$ cat src/rtl/rr_arb_mux_pkg.sv
// rtl/rr_arb_mux_pkg.sv - shared types and defaults for the round-robin arbitration mux
// Contents:
//   mode_e    : arbitration mode (MODE_RR round-robin, MODE_FIXED lowest index wins)
//   N_DEF     : default channel count
//   W_DEF     : default data width per channel
//   sel_width : select/grant index width, max(1, clog2(n))
package rr_arb_mux_pkg;

  typedef enum logic {
    MODE_RR    = 1'b0,
    MODE_FIXED = 1'b1
  } mode_e;

  localparam int N_DEF = 4;
  localparam int W_DEF = 8;

  function automatic int sel_width(input int n);
    return ($clog2(n) > 1) ? $clog2(n) : 1;
  endfunction

endpackage

$ cat src/rtl/rr_arb_mux_if.sv
// rtl/rr_arb_mux_if.sv - channel-side and output-side handshake bundle for rr_arb_mux
// Signals:
//   in_valid  [N]    per-channel request
//   in_data   [N*W]  packed channel data, channel i at [i*W +: W]
//   in_ready  [N]    per-channel accept, one-hot or zero
//   mode             0 round-robin, 1 fixed priority
//   out_valid        output register holds a word
//   out_data  [W]    selected word
//   out_sel   [SW]   channel index that supplied out_data
//   out_ready        downstream accept
// Modports: master = the side driving requests and out_ready; slave = the arbiter.
interface rr_arb_mux_if
  import rr_arb_mux_pkg::*;
#(
  parameter int N  = N_DEF,
  parameter int W  = W_DEF,
  parameter int SW = sel_width(N)
);

  logic [N-1:0]   in_valid;
  logic [N*W-1:0] in_data;
  logic [N-1:0]   in_ready;
  logic           mode;
  logic           out_valid;
  logic [W-1:0]   out_data;
  logic [SW-1:0]  out_sel;
  logic           out_ready;

  modport master (
    output in_valid, in_data, mode, out_ready,
    input  in_ready, out_valid, out_data, out_sel
  );

  modport slave (
    input  in_valid, in_data, mode, out_ready,
    output in_ready, out_valid, out_data, out_sel
  );

endinterface

$ cat src/rtl/rr_arb_pick.sv
// rtl/rr_arb_pick.sv - combinational grant selection for rr_arb_mux
// Ports:
//   req   [N]   request vector
//   ptr   [SW]  round-robin start index (ignored in fixed mode)
//   mode        MODE_RR: first requester at or after ptr, wrapping; MODE_FIXED: lowest requester
//   grant [SW]  chosen index (0 when nothing requests)
//   any         at least one request present
module rr_arb_pick
  import rr_arb_mux_pkg::*;
#(
  parameter int N  = N_DEF,
  parameter int SW = sel_width(N)
) (
  input  logic [N-1:0]  req,
  input  logic [SW-1:0] ptr,
  input  mode_e         mode,
  output logic [SW-1:0] grant,
  output logic          any
);

  int idx;

  // Both searches scan from the far end towards the preferred end so that the
  // last hit written is the winner; this avoids a break in the loop.
  always_comb begin
    grant = '0;
    any   = 1'b0;
    idx   = 0;
    if (mode == MODE_FIXED) begin
      for (int i = N - 1; i >= 0; i--) begin
        if (req[i]) begin
          grant = SW'(i);
          any   = 1'b1;
        end
      end
    end else begin
      for (int i = N - 1; i >= 0; i--) begin
        idx = (int'(ptr) + i) % N;
        if (req[idx]) begin
          grant = SW'(idx);
          any   = 1'b1;
        end
      end
    end
  end

endmodule

$ cat src/rtl/rr_arb_mux.sv
// rtl/rr_arb_mux.sv - N-channel arbitrated mux with a one-word registered output stage
// Ports:
//   clk    rising-edge clock
//   rst_n  asynchronous active-low reset; clears the output word and the RR pointer
//   bus    rr_arb_mux_if.slave: in_valid/in_data/in_ready per channel, mode,
//          out_valid/out_data/out_sel/out_ready towards the consumer
// Optional build macro RR_ARB_MUX_XPROP_EN: out_data reads all-X while idle (after
// the first load), and an unknown mode blocks all grants and poisons out_data.
// Without it out_data holds its last value and an unknown mode acts as round-robin.
module rr_arb_mux
  import rr_arb_mux_pkg::*;
#(
  parameter int N = N_DEF,
  parameter int W = W_DEF
) (
  input  logic        clk,
  input  logic        rst_n,
  rr_arb_mux_if.slave bus
);

  localparam int SW = sel_width(N);

  logic          out_valid_q;
  logic [W-1:0]  data_q;
  logic [SW-1:0] sel_q;
  logic [SW-1:0] ptr_q;
  logic [SW-1:0] grant;
  logic [SW-1:0] next_ptr;
  logic          any;
  logic          load;
  logic          xfer;
  logic          mode_unknown;
  mode_e         mode_eff;

`ifdef RR_ARB_MUX_XPROP_EN
  logic          loaded_q;
  assign mode_unknown = $isunknown(bus.mode);
`else
  assign mode_unknown = 1'b0;
`endif

  // An if on an unknown condition takes the else branch, so X/Z falls back to RR.
  always_comb begin
    if (bus.mode == 1'b1) mode_eff = MODE_FIXED;
    else                  mode_eff = MODE_RR;
  end

  rr_arb_pick #(
    .N  (N),
    .SW (SW)
  ) u_pick (
    .req   (bus.in_valid),
    .ptr   (ptr_q),
    .mode  (mode_eff),
    .grant (grant),
    .any   (any)
  );

  // The output register can take a new word when empty or being drained this cycle.
  assign load     = !out_valid_q || bus.out_ready;
  assign xfer     = load && any && !mode_unknown;
  assign next_ptr = (int'(grant) == N - 1) ? '0 : grant + SW'(1);

  // rst_n gates in_ready directly because the cleared output stage would
  // otherwise advertise a grant while reset is still held.
  always_comb begin
    bus.in_ready = '0;
    if (xfer && rst_n) bus.in_ready[grant] = 1'b1;
  end

  always_ff @(posedge clk or negedge rst_n) begin
    if (!rst_n) begin
      out_valid_q <= 1'b0;
      data_q      <= '0;
      sel_q       <= '0;
      ptr_q       <= '0;
`ifdef RR_ARB_MUX_XPROP_EN
      loaded_q    <= 1'b0;
`endif
    end else if (xfer) begin
      out_valid_q <= 1'b1;
      data_q      <= bus.in_data[int'(grant)*W +: W];
      sel_q       <= grant;
      if (mode_eff == MODE_RR) ptr_q <= next_ptr;
`ifdef RR_ARB_MUX_XPROP_EN
      loaded_q    <= 1'b1;
`endif
    end
`ifdef RR_ARB_MUX_XPROP_EN
    else if (load && any && mode_unknown) begin
      // A grant would have happened but the mode is unknown: poison the word.
      out_valid_q <= 1'b0;
      data_q      <= {W{1'bx}};
      loaded_q    <= 1'b1;
    end
`endif
    else if (bus.out_ready) begin
      out_valid_q <= 1'b0;
    end
  end

  assign bus.out_valid = out_valid_q;
  assign bus.out_sel   = sel_q;
`ifdef RR_ARB_MUX_XPROP_EN
  assign bus.out_data  = (!out_valid_q && loaded_q) ? {W{1'bx}} : data_q;
`else
  assign bus.out_data  = data_q;
`endif

endmodule

$ cat src/flat_wrapper.sv
// flat-port wrapper written by rule: the top's interface ports become plain ports
module rr_arb_mux_flat import rr_arb_mux_pkg::*;
#(
  parameter int N = N_DEF,
  parameter int W = W_DEF
)
  (clk, rst_n, bus_in_valid, bus_in_data, bus_mode, bus_out_ready, bus_in_ready, bus_out_valid, bus_out_data, bus_out_sel);
  rr_arb_mux_if #(.N(N), .W(W)) bus_i ();
  input  logic clk;
  input  logic rst_n;
  input wire logic [$bits(bus_i.in_valid)-1:0] bus_in_valid;
  input wire logic [$bits(bus_i.in_data)-1:0] bus_in_data;
  input wire logic [$bits(bus_i.mode)-1:0] bus_mode;
  input wire logic [$bits(bus_i.out_ready)-1:0] bus_out_ready;
  output wire logic [$bits(bus_i.in_ready)-1:0] bus_in_ready;
  output wire logic [$bits(bus_i.out_valid)-1:0] bus_out_valid;
  output wire logic [$bits(bus_i.out_data)-1:0] bus_out_data;
  output wire logic [$bits(bus_i.out_sel)-1:0] bus_out_sel;
  assign bus_i.in_valid = bus_in_valid;
  assign bus_i.in_data = bus_in_data;
  assign bus_i.mode = bus_mode;
  assign bus_i.out_ready = bus_out_ready;
  assign bus_in_ready = bus_i.in_ready;
  assign bus_out_valid = bus_i.out_valid;
  assign bus_out_data = bus_i.out_data;
  assign bus_out_sel = bus_i.out_sel;
  rr_arb_mux #(.N(N), .W(W)) u_core (.clk(clk), .rst_n(rst_n), .bus(bus_i));
endmodule
$ cat config.mk
export PLATFORM = sky130hd
export DESIGN_NAME = rr_arb_mux_flat
export DESIGN_NICKNAME = d
export VERILOG_FILES = /design/src/rtl/rr_arb_mux_pkg.sv /design/src/rtl/rr_arb_mux_if.sv /design/src/rtl/rr_arb_pick.sv /design/src/rtl/rr_arb_mux.sv /design/src/flat_wrapper.sv
export SDC_FILE = /design/constraint.sdc
export NUM_CORES = 1
export LEC_CHECK = 0
export CORE_ASPECT_RATIO = 0.9
export CORE_UTILIZATION = 35
export DETAILED_ROUTE_END_ITERATION = 7
export MAX_ROUTING_LAYER = met4
export PLACE_DENSITY = 0.76
export REMOVE_ABC_BUFFERS = 1
export SYNTH_ARGS = -nofsm -noshare
export SYNTH_HDL_FRONTEND = slang
export SYNTH_HIERARCHICAL = 1
export SYNTH_SLANG_ARGS = --single-unit
$ cat constraint.sdc
create_clock -name clk -period 6 [get_ports clk]
set_input_delay 0.6 -clock clk [delete_from_list [all_inputs] [get_ports clk]]
set_output_delay 0.6 -clock clk [all_outputs]
set_load 0.02 [all_outputs]
[After elaboration in Yosys (flattened, before gate mapping)]
Index checks and enable logic that the tools add are counted.
Word-level totals
  register bits after elaboration: 13
  bits of input ports: 40
  output and inout port bits: 15
  word-level logic and storage cells: 66
Cells by class
  add/subtract/negate cells: 4
  $lt $le $gt $ge: 6
  equal/unequal tests: 1
  shifts and indexed selects: 1
  multiplexer cells: 36
  bitwise logic cells: 4
  reduce and logical (&&, ||, !) cells: 10
Operators by type and width (number)
  $shiftx A32 B6 Y8: 1
  $mux W1: 20
  $mux W2: 10
  $lt A3 B4 Y1 const B: 3
  $bmux W1 S2: 4
  $lt A2 B3 Y1 const B: 2
  $reduce_or A2 Y1: 3
  $add A2 B1 Y2 const B: 2
  $add A2 B2 Y2 const B: 2
  $mux W4: 1
  $and A1 B1 Y1 const A: 3
  $logic_and A1 B1 Y1: 3
  $demux W1 S2: 1
  $eq A2 B1 Y1 const B: 1
  $ge A2 B1 Y1 const B: 1
  $reduce_and A2 Y1: 1
  $reduce_bool A2 Y1: 1
  $logic_not A1 Y1: 1
  $logic_or A1 B1 Y1: 1
  $not A1 Y1: 1

[Logic depth before layout (Yosys ltp)]
  depth after elaboration: 16
  gate-level depth with buffers: 7
  depth with buffers taken out: 6

[Hierarchy]
Netlist, hierarchy kept.
Modules (own cells, without submodules)
  rr_arb_mux: times used 1, cells an instance 52, area an instance 814.5 µm², seq. area each 325.3 µm²
  rr_arb_pick: times used 1, cells an instance 14, area an instance 98.8 µm², seq. area each 0.0 µm²

[Worst setup path before layout]
OpenSTA, ideal clock, no wires.
  path type: input port to output port
  start point: input bus_mode
  end point: output bus_in_ready[0]
  arrival: 2028 ps
  required time: 5400 ps
  setup slack: 3372 ps
  stages: 7
  buffers on the path: 1
  path through: or3b_1 a21oi_1 o22a_2 clkbuf_1 inv_1 ha_1 and3_1
On the way
  word-level cells in the longest chain between the ends: 7
  elaborated cells between the ends (all ways): 11
  those cells by class: order compare: 2; mux: 6; reduce/logical: 3
Ends and longest elaborated chain
  start: declaration: line flat_wrapper.sv:13  | input wire logic [$bits(bus_i.mode)-1:0] bus_mode;
  $mux W1 (*): line rr_arb_mux.sv:44  | if (bus.mode == 1'b1) mode_eff = MODE_FIXED;
  $mux W2 (*): line rr_arb_pick.sv:29  | if (mode == MODE_FIXED) begin
  net u_core.grant[1]: line rr_arb_mux.sv:27  | logic [SW-1:0] grant;
  $lt A2 B3 Y1 (implied by the code) or $ge A2 B1 Y1 (tied branches): line rr_arb_mux.sv:68  | if (xfer && rst_n) bus.in_ready[grant] = 1'b1;
  $logic_and A1 B1 Y1 (implied by the code): line rr_arb_mux.sv:68
  $mux W1 (implied by the code): line rr_arb_mux.sv:68
  $demux W1 S2 (*)
  $mux W4 (*): line rr_arb_mux.sv:68
  end: declaration: line flat_wrapper.sv:15  | output wire logic [$bits(bus_i.in_ready)-1:0] bus_in_ready;
Mark *: on every way through the listed nets, which the timed path passes. The rest lies on a longest branch.

[Worst setup path after layout]
  start point: input bus_mode
  end point: output bus_in_ready[3]
Same word-level chain as after synthesis.

==> summary.md <==
| Metric | Value |
|---|---|
| Status | `finished clean` |
| Area contributors post-synth | `dfrtp_1 36%, mux4_2 17%, mux2_4 12%` |
| ANT cells | `0` |
| Buf/Inv on CP | `2` |
| GP Congestion | `0.767` |
| P per Cell Area | `281 mW/mm^2` |
| Biggest cell delay along the critical path | `610 ps` |
| Post-route setup TNS | `0 ps` |
| FILL cells | `215` |
| Layout cells sized above 1 | `21.5%` |
| CTS sink cnt | `13` |
| DP Wirelength | `1.71 mm` |
| Crit share post-route | `59.9%` |
| Vias in the first global route | `766` |
| Setup crit start kind | `input pin` |
| Clock transition at path regs | `90 ps` |
| Grt met1 use | `20.8%` |
| Most frequent CP cell | `clkdlybuf4s50_1` |
| Warnings, synthesis | `6` |
| Drt wl/cell | `15.1 um` |
| Fin crit period | `3600 ps` |
| Resized cells post-CTS | `0` |
| Worst Path Arrival | `3000 ps` |
| Synth Cell Area | `913 um^2` |
| Top Usage Layer GRT | `met2` |
| H-tree Lvls | `1` |
| Drc violations | `0` |
| WHS Path Cells | `1` |
| Antenna violations before repair | `0` |
| Starting Density | `37.0%` |
| Comb power frac | `54.1%` |
| CTS buffer count | `3` |
| Post-CTS Hold Buffers | `0` |
| Cell Area, Placed | `0.00147 mm^2` |
| # rows | `17` |
| Net Sw Power | `0.000142 W` |
| Final hold viol count | `0` |
| Grt ovf | `0` |
| Rel. slew slack | `54.2%` |
| Vias | `758` |
| TritonRoute pass-1 iters | `4` |
| Leading area contributor after synthesis | `dfrtp_1` |
| Global-route usage over all layers | `17.7%` |
| Fin Clk Skew | `5.78 ps` |
| GR Util met3 | `6.44%` |
| Leakage | `0.620 nW` |
| Die area | `0.00282 mm^2` |
| Multi-input logic area | `546 um^2` |
| TritonCTS clock tree | `yes` |
| Top-area cell type share of the netlist area | `35.6%` |
| Final instance area | `0.00149 mm^2` |
| CP Capture Type | `output port` |
| I/O Pins | `55` |
| Cell count after synthesis | `66` |
| Crit-path leading delay family | `buffers and inverters` |
| Final net count | `166` |
| Core box area | `0.00247 mm^2` |
| Post-CTS setup buffers | `0` |
| Clock power frac | `13.2%` |
| Vias per std cell | `5.09` |
| Fin cells | `149` |
| Max Cap Viol | `0` |
| Clock Root Buffer | `clkbuf_4` |
| Pin count of the biggest net entering global routing | `18` |
| # setup viols final | `0` |
| Switch share | `33.8%` |
| First-pass GRT wire length | `3.69 mm` |
| Drt initial violations | `4` |
| Cell total after placement | `145` |
| Fmax | `0.278 GHz` |
| Die Width | `55.8 um` |
| Post-synthesis sequential area ratio | `35.6%` |
| WP data required | `5400 ps` |
| Worst Reg-to-Reg Cells | `5` |
| Worst path slowest cell | `clkdlybuf4s50_1` |
| Worst min-delay path category | `flop to flop` |
| Setup Crit Path Kind | `input pin to output port` |
| Tightest Pin Transition | `685 ps` |
| Slew Limit Fails | `0` |
| IR drop worst, VDD | `0.000197 V` |
| Average cell area after synthesis | `13.8 um^2` |
| Port Buf Inserts | `54` |
| Area growth syn-to-layout | `63.4%` |
| Crit-path max FO | `13` |
| Yosys reg bits | `13` |
| Most common cell after layout, fill and taps aside | `clkdlybuf4s50_1` |
| Post-route ant nets | `0` |
| Internal power | `0.000278 W` |
| Most frequent cells in the layout | `54 x clkdlybuf4s50_1, 13 x dfrtp_1, 7 x mux4_2, 7 x mux2_4, 5 x and3_1` |
| RSZ-0062 raised after global routing | `false` |
| GR Layer Usage met2 | `29.5%` |
| Synth cell types | `27` |
| Final wirelength | `2.25 mm` |
| Sequential group share of total power | `32.7%` |
| CTS Buffer Depth | `2` |
| CP Cell Sequence | `clkdlybuf4s50_1 > nand3b_1 > a21boi_0 > o221a_2 > ha_1 > and3_1 > clkdlybuf4s50_1` |
| Reg area | `325 um^2` |
| Die Ht | `50.5 um` |
| Clk Latency, worst-skew pair | `280 ps` |
| Crit path depth | `7` |
power groups by stage:
stage	clock network, W	registers (W)	logic, W
after floorplan	0	0.000165	0.000102
after global placement	0	0.000138	0.000223
after detailed placement	0	0.000140	0.000227
after CTS	0.0000584	0.000138	0.000228
after global routing	0.0000645	0.000143	0.000243
final	0.0000553	0.000137	0.000227
metal layers:
layer / up-vias / share of wire [%]
met5: - / 0
met4: 0 / 0.35
met3: 2 / 8.1
met2: 31 / 50
met1: 362 / 42
li1: 363 / -
registers in the layout, summed over array words and instances, names as in the netlist:
register,count
u_core/bus.out_data,8
u_core/bus.out_sel,2
u_core/ptr_q,2
u_core/bus.out_valid,1
metrics by stage:
stage | hold slack (ps) | utilization (%) | total power [W] | setup WS, ps
floorplan | 304 | - | 0.000268 | 3540
global route | 543 | 60.5 | 0.000450 | 2250
detailed placement | 475 | 59.4 | 0.000367 | 2430
finish | 491 | 60.5 | 0.000419 | 2400
CTS | 497 | 60.5 | 0.000425 | 2430
global placement | 469 | 59.4 | 0.000361 | 2480
synth_stat cells (all sizes together):
cell type  number
dfrtp          13
mux2           12
mux4            8
and3            5
ha              4
buf             3
inv             3
nor2b           3
a21boi          1
a21oi           1
a31oi           1
and2b           1
clkbuf          1
nand2b          1
nand3b          1
nor2            1
nor3b           1
o21ai           1
o221a           1
o22a            1
or2             1
or3b            1
or4             1
cells by family (layout without fill, tap and decap cells):
family	Yosys count	in the layout	share of synthesized area, %
adder cells (fa/ha/maj)	4	4	5.48
multiplexers	20	20	37.8
flip-flops	13	13	35.6
AO/OA/AOI/OAI	6	6	4.93
AND/OR/NAND/NOR	16	16	11.5
buffers and inverters	7	62	4.66
final cells by class:
cell class,count,area share [%]
repair buffers,55,36.7
multi-input cells,46,36.5
flip-flops and latches,13,21.8
well taps,28,2.35
clock buffers,3,1.51
inverters,3,0.754
clock inverters,1,0.335
path summary, 6_finish.rpt:
check | start | to | slack, ps
worst max-delay path | bus_mode | bus_in_ready[3] | 2400
worst min register to register | u_core/bus.out_sel[1] | u_core/bus.out_sel[1] | 490
worst min-delay path | u_core/bus.out_sel[1] | u_core/bus.out_sel[1] | 490
max in group asynchronous | rst_n | u_core/bus.out_data[7] | 4840
worst max register to register | u_core/ptr_q[1] | u_core/bus.out_data[0] | 3730
min in group asynchronous | rst_n | u_core/bus.out_valid | 730
Note: power is estimated with default switching activity, not from simulation.
